**src/rtl/regfile_2r1w.sv**
```systemverilog
// rtl/regfile_2r1w.sv - two-read one-write register file with zero register, bypass and optional registered reads
//
// Purpose: CPU general-purpose register file. Decode reads rs/rt on ports 1/2,
// writeback writes rd, and a debug port exposes committed contents to trace logic.
//
// Ports:
//   clk       system clock, all state updates on the rising edge
//   rst_n     asynchronous active-low reset, clears every entry
//   we        write enable
//   waddr     write address
//   wdata     write data
//   raddr1    read port 1 address
//   rdata1    read port 1 data (combinational or registered per REG_READ)
//   raddr2    read port 2 address
//   rdata2    read port 2 data (combinational or registered per REG_READ)
//   dbg_addr  debug read address
//   dbg_data  debug read data, committed state only, never bypassed

module regfile_2r1w #(
  parameter int DATA_W   = 32,
  parameter int ADDR_W   = 5,
  parameter int ZERO_REG = 1,
  parameter int BYPASS   = 1,
  parameter int REG_READ = 0
) (
  input  logic              clk,
  input  logic              rst_n,
  input  logic              we,
  input  logic [ADDR_W-1:0] waddr,
  input  logic [DATA_W-1:0] wdata,
  input  logic [ADDR_W-1:0] raddr1,
  output logic [DATA_W-1:0] rdata1,
  input  logic [ADDR_W-1:0] raddr2,
  output logic [DATA_W-1:0] rdata2,
  input  logic [ADDR_W-1:0] dbg_addr,
  output logic [DATA_W-1:0] dbg_data
);

  localparam int DEPTH = 1 << ADDR_W;

  // Flop array so the asynchronous clear and combinational reads are legal.
  logic [DATA_W-1:0] mem [DEPTH];

  logic              wr_ok;
  logic [DATA_W-1:0] v1;
  logic [DATA_W-1:0] v2;

  // A write is effective only out of reset and, with the zero register
  // enabled, never to entry 0. Gating with rst_n also keeps the bypass
  // path quiet while reset is held, so reads show the cleared state.
  assign wr_ok = we && rst_n && !((ZERO_REG != 0) && (waddr == '0));

  always_ff @(posedge clk or negedge rst_n) begin
    if (!rst_n) begin
      for (int i = 0; i < DEPTH; i++) begin
        mem[i] <= '0;
      end
    end else if (wr_ok) begin
      mem[waddr] <= wdata;
    end
  end

  // Read value: zero register wins, then same-cycle write forwarding,
  // then stored contents. Later assignments take priority.
  always_comb begin
    v1 = mem[raddr1];
    if ((BYPASS != 0) && wr_ok && (waddr == raddr1)) begin
      v1 = wdata;
    end
    if ((ZERO_REG != 0) && (raddr1 == '0)) begin
      v1 = '0;
    end
  end

  always_comb begin
    v2 = mem[raddr2];
    if ((BYPASS != 0) && wr_ok && (waddr == raddr2)) begin
      v2 = wdata;
    end
    if ((ZERO_REG != 0) && (raddr2 == '0)) begin
      v2 = '0;
    end
  end

  generate
    if (REG_READ != 0) begin : g_reg_read
      logic [DATA_W-1:0] rd1_q;
      logic [DATA_W-1:0] rd2_q;

      always_ff @(posedge clk or negedge rst_n) begin
        if (!rst_n) begin
          rd1_q <= '0;
          rd2_q <= '0;
        end else begin
          rd1_q <= v1;
          rd2_q <= v2;
        end
      end

      assign rdata1 = rd1_q;
      assign rdata2 = rd2_q;
    end else begin : g_comb_read
      assign rdata1 = v1;
      assign rdata2 = v2;
    end
  endgenerate

  // Debug view is committed state only, so it bypasses nothing.
  assign dbg_data = ((ZERO_REG != 0) && (dbg_addr == '0)) ? '0 : mem[dbg_addr];

endmodule

```
**config.mk**
```make
export PLATFORM = sky130hd
export DESIGN_NAME = regfile_2r1w
export DESIGN_NICKNAME = d
export VERILOG_FILES = /design/src/rtl/regfile_2r1w.sv
export SDC_FILE = /design/constraint.sdc
export NUM_CORES = 2
export LEC_CHECK = 0
export CAP_MARGIN = 15
export CELL_PAD_IN_SITES_DETAIL_PLACEMENT = 1
export CELL_PAD_IN_SITES_GLOBAL_PLACEMENT = 2
export CORE_MARGIN = 10
export CORE_UTILIZATION = 50
export CTS_CLUSTER_SIZE = 14
export DETAILED_ROUTE_END_ITERATION = 10
export PLACE_DENSITY_LB_ADDON = 0.2
export REMOVE_ABC_BUFFERS = 1
export SLEW_MARGIN = 20
export SYNTH_ARGS = -nofsm -noshare
export SYNTH_HDL_FRONTEND = slang
export SYNTH_SLANG_ARGS = --single-unit
```
**constraint.sdc**
```tcl
create_clock -name clk -period 7.2 [get_ports clk]
set_input_delay 1.8 -clock clk [delete_from_list [all_inputs] [get_ports clk]]
set_output_delay 1.8 -clock clk [all_outputs]
set_load 0.05 [all_outputs]
```
==> flow_summary.toml <==
[outcome]
status = "completed"

[setup_path]
worstPathRequired_ns = 5.40
rr_endpoint = "mem[260]$_DFFE_PN0P_"
crit_start = "waddr[1]"
critPathLaunchType = "input pin"
worstRegToRegCells = 1
endpoint_kind = "primary output"
worstSetupPathType = "in2out"
cp-endpoint = "rdata1[21]"
timing.rr.start = "mem[260]$_DFFE_PN0P_"
r2r_slack_ns = 6.36
cp_max_fo = 16
crit_arrival_ns = 5.03

[sta]
max_freq_mhz = 146
drv_slew = 0
period_minus_slack_ns = 6.83
hold_viol_final = 0
min_period_over_period_pct = 94.9
slew_headroom_pct = 15.8
grt_setup_unrepaired = "false"
tightest_slew_ns = 1.26
skew_ns = 0
setup_viol = 0

[clock_network]
htree_levels = 3
insertion_delay_ns = 0.75
clock-root-buffer = "clkbuf_16"
cts_tree = "done"
ctsHoldBuffers = 0
path_clk_slew_ns = 0.06
postCtsSetupBuffers = 0
clock_sinks = 1024
cts_inserted_buffers = 118
cts_resized = 0
clk_path_buf_depth = 3

[placement]
hpwlAfterDp_mm = 150
portBuffers = 150
globalplace.congestion = 0.846
dp.cells = 5870

[power]
cellPowerDensity_nw_per_um2 = 247
seqPwrFrac_pct = 41.1
p_comb_share_pct = 22.1
switchingPower_mw = 5.21
p_clk_share_pct = 36.8
ir_drop_uv = 212
switching_share_pct = 29.6
intPower_mw = 12.4
p_leak_nw = 30.7

[job]
maxCapViolations = 0

[die]
rows = 130
die_y_um = 375
ios = 151
core_um2 = 126000
fp.dieW_um = 375
start_util_pct = 50.3
dieArea_um2 = 141000

[global_route]
grt_usage_pct = 34.5
first_global_vias = 47500
grt_max_degree = 175
grt_pass1_wl_mm = 355
grt_remaining_overflow = 0
antenna_found_initial = 4

[synthesis]
yosys.area_share.simple_pct = 2.25
synth-xor-area-share_pct = 0.139
ys.flop_type = "dfrtp_1"
syn_area_um2 = 63200
synth_adder_area_share_pct = 0
synth_edf_count = 0
avgSynthCellArea_um2 = 14.4
ys_ff_latch = 1024
ys_seq_area_share_pct = 40.6
ys_warn_count = 0
synthMuxAreaShare_pct = 47.7
yosysTopAreaCellShare_pct = 40.6
synthArstFlopShare_pct = 100
synth_top_family_by_area = "multiplexers"
synth.top_cells.by_area = "dfrtp_1, mux4_2, mux2_2, mux2i_1, clkbuf_1"
synth.distinct_cells = 57
synth_cells = 4380
synth_compound_area_share_pct = 5.31
yosysTopAreaCell = "dfrtp_1"

[drt]
firstDrtPassIters = 5
avgRoutedWirePerCell_um = 40.3
drc = 0
ant_nets = 0
vias_per_cell = 7.38
drt_iter0_markers = 4785
vias = 45000
wirelength_mm = 245

[final_layout]
reg.largest.list = "mem x1024"
largest_register_ffs = 1024
finalNetCount = 4396
finalNonFillerCells = 6095
top_register = "mem"
final_util_pct = 56.9
area_growth_pct = 13.2
drive_gt1_share_pct = 52.4

[hold_path]
worstHoldStart = "mem[1020]$_DFFE_PN0P_"
hold_class = "reg2reg"
placed cells by master, fill, tap and decap left out, types with 44 or more instances in the layout:
cell type,instances
a21oi_1,44
a221o_1,48
a22oi_1,49
buf_12,105
buf_4,179
clkbuf_16,121
clkdlybuf4s50_1,51
dfrtp_1,1024
mux2_2,1086
mux2i_1,262
mux4_2,673
nand2_1,94
nor2_1,70
o21ai_0,48
o221ai_1,65
o22ai_1,65
cells in the mapped netlist, types with 48 or more instances:
master    instances
a221o_1          48
clkbuf_1        317
mux4_2          673
o22ai_1          65
a22oi_1          49
o221ai_1         65
o21ai_0          48
nor2_1           98
dfrtp_1        1024
mux2i_1         262
buf_2           130
mux2_2         1086
nand2_1          98
layer usage:
metal  track usage [%]  routed length, µm  share of wire, %
met5                 0                 26             0.011
met4              16.6              13600               5.5
met3              7.79              22100               9.0
met2              54.1             114000                47
met1              45.3              95600                39
critical path: stages:
cell and delay, ns:
clkdlybuf4s50_1 0.69, or2_2 0.44, o211ai_1 0.25, nor2_4 0.87, buf_12 0.30, nor3_1 0.10
nor3_1 0.36, buf_12 0.19
stage by stage:
stage | setup WS [ns] | hold WS (ns) | instance area (µm²) | power (mW) | setup TNS [ns]
5_1_grt | 0.270 | 0.426 | 71500 | 18.2 | 0
3_3_place_gp | 0.440 | 0.395 | 67300 | 11.0 | 0
6_report | 0.370 | 0.414 | 71500 | 17.6 | 0
2_1_floorplan | -0.242 | 0.381 | 60700 | 9.48 | -6.57
3_5_place_dp | 0.407 | 0.403 | 67400 | 11.2 | 0
4_1_cts | 0.397 | 0.415 | 71500 | 17.6 | 0
cell type report:
cell class              count  area (µm²)
diodes                      3        7.51
multi-input cells        2792       35300
repair buffers            367        4230
flip-flops and latches   1024       25600
well taps                1650        2060
clock inverters            45         628
fillers                 11600       54100
inverters                  38         143
clock buffers             176        3480
power groups by stage:
stage	logic (mW)	clock network (mW)	registers (mW)
after floorplan	2.44	0	7.04
after global placement	3.77	0	7.24
after detailed placement	3.86	0	7.32
after CTS	3.89	6.54	7.22
after global routing	4.10	6.79	7.36
final	3.90	6.48	7.25
kinds of logic (layout without fill, tap and decap cells):
group,Yosys count,in the layout
AO/OA/AOI/OAI,443,443
XOR/XNOR,10,10
buffers and inverters,564,626
flip-flops,1024,1024
multiplexers,2031,2031
other,0,3
AND/OR/NAND/NOR,308,308
worst min path at each step:
stage | end | slack, ns | cells past startpoint
floorplan | mem[1002]$_DFFE_PN0P_ | 0.38 | 0
global placement | mem[1018]$_DFFE_PN0P_ | 0.39 | 0
detailed placement | mem[1018]$_DFFE_PN0P_ | 0.40 | 0
CTS | mem[1018]$_DFFE_PN0P_ | 0.42 | 0
global route | mem[996]$_DFFE_PN0P_ | 0.43 | 0
finish | mem[1020]$_DFFE_PN0P_ | 0.41 | 0
(Power assumes the default switching activity.)
